`src/rtl/mixcolumns_seq.sv`:
```
// Iterative forward AES MixColumns: transforms COLS_PER_CYCLE columns per clock
// behind valid/ready handshakes, holding the result until it is consumed.
module mixcolumns_seq #(
  parameter int unsigned COLS_PER_CYCLE = 1
) (
  input  logic         clk,
  input  logic         rst,
  input  logic         in_valid,
  output logic         in_ready,
  input  logic [127:0] in_data,
  output logic         out_valid,
  input  logic         out_ready,
  output logic [127:0] out_data,
  output logic         busy
);

  localparam int unsigned DATA_W = 128;
  localparam int unsigned COL_W  = 32;
  localparam int unsigned NCOLS  = 4;
  localparam int unsigned CNT_W  = 2;
  localparam int unsigned STEPS  = (COLS_PER_CYCLE == 0) ? 1 : NCOLS / COLS_PER_CYCLE;

  if (!(COLS_PER_CYCLE == 1 || COLS_PER_CYCLE == 2 || COLS_PER_CYCLE == 4)) begin : g_bad_cols
    $error("mixcolumns_seq: COLS_PER_CYCLE must be 1, 2 or 4");
  end

  typedef enum logic [1:0] {
    IDLE = 2'd0,
    BUSY = 2'd1,
    DONE = 2'd2
  } state_t;

  state_t              state_q, state_d;
  logic [CNT_W-1:0]    cnt_q, cnt_d;
  logic [DATA_W-1:0]   work_q, work_d;
  logic [6:0]          col_lsb;

  // GF(2^8) multiply by 2 modulo the AES polynomial
  function automatic logic [7:0] xtime(input logic [7:0] x);
    return {x[6:0], 1'b0} ^ (x[7] ? 8'h1b : 8'h00);
  endfunction

  function automatic logic [31:0] mix_col(input logic [31:0] c);
    logic [7:0] a0, a1, a2, a3;
    {a0, a1, a2, a3} = c;
    return {xtime(a0) ^ xtime(a1) ^ a1 ^ a2 ^ a3,
            a0 ^ xtime(a1) ^ xtime(a2) ^ a2 ^ a3,
            a0 ^ a1 ^ xtime(a2) ^ xtime(a3) ^ a3,
            xtime(a0) ^ a0 ^ a1 ^ a2 ^ xtime(a3)};
  endfunction

  // Next-state and working-register update
  always_comb begin
    state_d = state_q;
    cnt_d   = cnt_q;
    work_d  = work_q;
    col_lsb = '0;
    case (state_q)
      IDLE: begin
        if (in_valid) begin
          work_d  = in_data;
          cnt_d   = '0;
          state_d = BUSY;
        end
      end
      BUSY: begin
        // column 0 sits in the top word, so column index maps to a descending lsb
        for (int unsigned j = 0; j < COLS_PER_CYCLE; j++) begin
          col_lsb = 7'(COL_W * (NCOLS - 1 - (32'(cnt_q) * COLS_PER_CYCLE + j)));
          work_d[col_lsb +: COL_W] = mix_col(work_q[col_lsb +: COL_W]);
        end
        cnt_d = cnt_q + CNT_W'(1);
        if (cnt_q == CNT_W'(STEPS - 1)) begin
          state_d = DONE;
        end
      end
      DONE: begin
        if (out_ready) begin
          state_d = IDLE;
        end
      end
      default: state_d = IDLE;
    endcase
  end

  always_ff @(posedge clk) begin
    if (rst) begin
      state_q   <= IDLE;
      cnt_q     <= '0;
      work_q    <= '0;
      out_valid <= 1'b0;
    end else begin
      state_q   <= state_d;
      cnt_q     <= cnt_d;
      work_q    <= work_d;
      out_valid <= (state_d == DONE);
    end
  end

  assign out_data = work_q;
  assign busy     = (state_q == BUSY);
  // Blocked during reset so nothing is captured by a block that is being cleared
  assign in_ready = (state_q == IDLE) && !rst;

endmodule

```
`config.mk`:
```
export PLATFORM = sky130hd
export DESIGN_NAME = mixcolumns_seq
export DESIGN_NICKNAME = d
export VERILOG_FILES = /design/src/rtl/mixcolumns_seq.sv
export SDC_FILE = /design/constraint.sdc
export NUM_CORES = 1
export LEC_CHECK = 0
export ABC_AREA = 1
export CORE_ASPECT_RATIO = 1.75
export CORE_MARGIN = 4
export CORE_UTILIZATION = 29
export CTS_CLUSTER_SIZE = 8
export DETAILED_ROUTE_END_ITERATION = 8
export PLACE_DENSITY = 0.53
export RECOVER_POWER = 25
export SLEW_MARGIN = 10
export SYNTH_ARGS = -nofsm -noshare
export SYNTH_HDL_FRONTEND = slang
export SYNTH_SLANG_ARGS = --single-unit
```
`constraint.sdc`:
```
create_clock -name clk -period 5.97 [get_ports clk]
set_input_delay 1.4925 -clock clk [delete_from_list [all_inputs] [get_ports clk]]
set_output_delay 1.4925 -clock clk [all_outputs]
set_load 0.1 [all_outputs]
```
==> results.md <==
- HPWL Detailed: 35700 um
- # DRC: 0
- Post-synth EDFFs: 0
- DP Area: 0.0120 sq mm
- Fin nets: 1912
- DIE WIDTH: 143 um
- Area grow syn2layout: 35.8%
- RSZ-0062 raised after global routing: false
- Setup bufs post-CTS: 0
- Reg2Reg Setup Slack: 2.39 ns
- Synth unique cells: 29
- Top post-synthesis cells by area: dfxtp_1 29%, nand2_1 28%, a21oi_1 11%, nand3_1 8.6%, o21ai_0 7.0%
- GRT Util Overall: 27.0%
- Pwr dens: between 300 and 400 mW/mm^2
- Vias in the first global route: 11600
- Clk buf depth: 2
- Final core occ: 39.9%
- Setup tns final: 0 ns
- Worst-margin pin slew: 1.85 ns
- Critical Path, Cell by Cell: dlygate4sd3_1 -> nor3_1 -> buf_4
- Cell family with most CP delay: buffers and inverters
- CP Capture Type: output pin
- Synth Flop Type: dfxtp_1
- Final-report setup violation count: 0
- Antenna viol nets, final: 0
- I/O pin total: 263
- Initial antenna violation count: 1
- Most frequent cells in the layout: 680 x nand2_1, 259 x clkdlybuf4s50_1, 197 x a21oi_1, 159 x nand3_1, 132 x dfxtp_1
- Hold Path Class: reg -> reg
- Crit path arrival time: ~2.6 ns
- Remaining Overflow, GRT: 0
- Cts bufs inserted: 17
- Failing checks: capacitance limit, slew limit
- Overall power: 4460 uW
- Top-area cell type share of the netlist area: 28.8%
- CTS tree: built
- Die Ht: 244 um
- Die area: around 0.035 sq mm
- Number of vias per cell: 5.54
- Clock sink count: 133
- Fmax: approximately 250 MHz
- Final hold viol count: 0
- H-tree Lvls: 4
- Status: finished, violations left
- Cts repair resizes: 0
- Clock slew at reported path FFs: 0.06 ns
- First-pass GRT wire length: 72000 um
- Register area share after synthesis: 28.8%
- Yosys warns: 0
- Final Max Tran Viols: 59
- CP Buf/Inv Count: 2
- Startpoint types: input port
- Hold Buf Count CTS: 0
- Post-route design area: roughly 0.013 sq mm
- Placed Cells: between 2000 and 2500
- Part of the cycle the worst path needs: between 60% and 70%
- Mapped Area: 0.00925 sq mm
- Rows: 86
- Post-synth net total: 1723
- Critical path's slowest cell: dlygate4sd3_1
- Setup Skew: between 0.01 and 0.015 ns
- Number of max-cap violations: 1
- Core Area: 0.0315 sq mm
- WL per Instance: 22.1 um
- Non-Filler Instances: 2186
- CP required: 4.48 ns
- Layout cell share with drive strength beyond 1: about 4.5%
- Worst vdd ir: 0.248 mV
- #FFs+latches synth: 133
- Placer Congestion: 0.967
- Total routed wirelength: about 48000 um
- Async set or reset register ratio after synthesis: 0%
- Area leader, netlist: dfxtp_1
- Skew-Pair Late Insertion Delay: 0.45 ns
- Final min period: ~4.1 ns
- Vias: 12100
- CP Class: in -> out
- Synth Area per Inst: 5.83 sq um
- Commonest non-fill, non-tap cell in the layout: nand2_1
- PortBufs: 262
- Drt pass-1 iters: 7
- Initial Util: 29.3%
- Leakage: 0.00540 uW
- Worst stage delay on the critical path: slightly above 0.6 ns
- Root Buffer: clkbuf_16
- Slew headroom: -23.4%
- Iteration-0 DRC Markers: 1244
- Worst Path Max Fanout: 6
- Largest net degree at the start of global routing: 136
- Post-Syn Instances: 1587
[report_power, final]
group | switching (uW) | internal [uW] | leakage (uW)
Sequential | 99.4 | 979 | 0.00110
Clock | 436 | 634 | 0.000285
Combinational | 1770 | 544 | 0.00402
Total | 2300 | 2160 | 0.00540
[logic make-up (layout without fill, tap and decap cells)]
family	after synthesis	after routing	synth area share (%)
compound gates	361	361	20.0
xor+xnor	8	8	0.920
fa+ha+maj	4	4	0.541
buf+inv	149	351	7.30
flops	133	133	28.8
other cells	0	1	0
simple gates	932	932	42.5
[final cells by class]
type | instances | area, sq um
fillers | 3434 | 19000
multi-input cells | 1305 | 5930
repair buffers | 277 | 2750
flip-flops and latches | 133 | 2660
well taps | 396 | 495
clock buffers | 23 | 468
inverters | 42 | 166
clock inverters | 9 | 103
diodes | 1 | 2.50
[sequential cells by signal, indices dropped and copies added (netlist names)]
name / cells
out_data: 128
cnt_q: 2
state_q: 2
out_valid: 1
[per-stage QoR]
| stage | hold WS [ns] | setup slack, ns |
|---|---|---|
| floorplan | 0.460 | 0.958 |
| global placement | 0.501 | 1.97 |
| detailed placement | 0.513 | 1.99 |
| CTS | 0.520 | 1.98 |
| global route | 0.555 | 1.85 |
| finish | 0.517 | 1.90 |
[cell usage after synthesis (2+ instances only)]
cell type and n:
nor2_2 6, ha_1 4, buf_2 12, o21ai_0 130
buf_4 9, nand4_1 55, nand2_1 681, buf_6 8
dfxtp_1 133, a31oi_1 32, inv_1 36, nand3_1 159
nor2_1 6, nand2_2 15, xnor2_1 5, nand2_4 2
inv_2 5, nand3b_1 5, nor3_1 2, buf_1 8
a21oi_1 197, clkbuf_1 70
[metal layers]
| metal | wire length (um) | GRT usage [%] |
|---|---|---|
| met1 | 18900 | 33.7 |
| met2 | 23400 | 44.8 |
| met3 | 3070 | 3.46 |
| met4 | 2900 | 14.4 |
| met5 | 0 | 0 |
[path summary, 6_finish.rpt]
check,to,cells after the start,from
hold reg to reg,state_q[0]$_SDFF_PP0_,1,state_q[0]$_SDFF_PP0_
setup reg to reg,out_data[20]$_SDFFE_PP0P_,7,cnt_q[0]$_SDFFE_PP0P_
setup / recovery,in_ready,3,rst
hold / removal,state_q[0]$_SDFF_PP0_,1,state_q[0]$_SDFF_PP0_
Note: power is estimated with default switching activity, not from simulation.
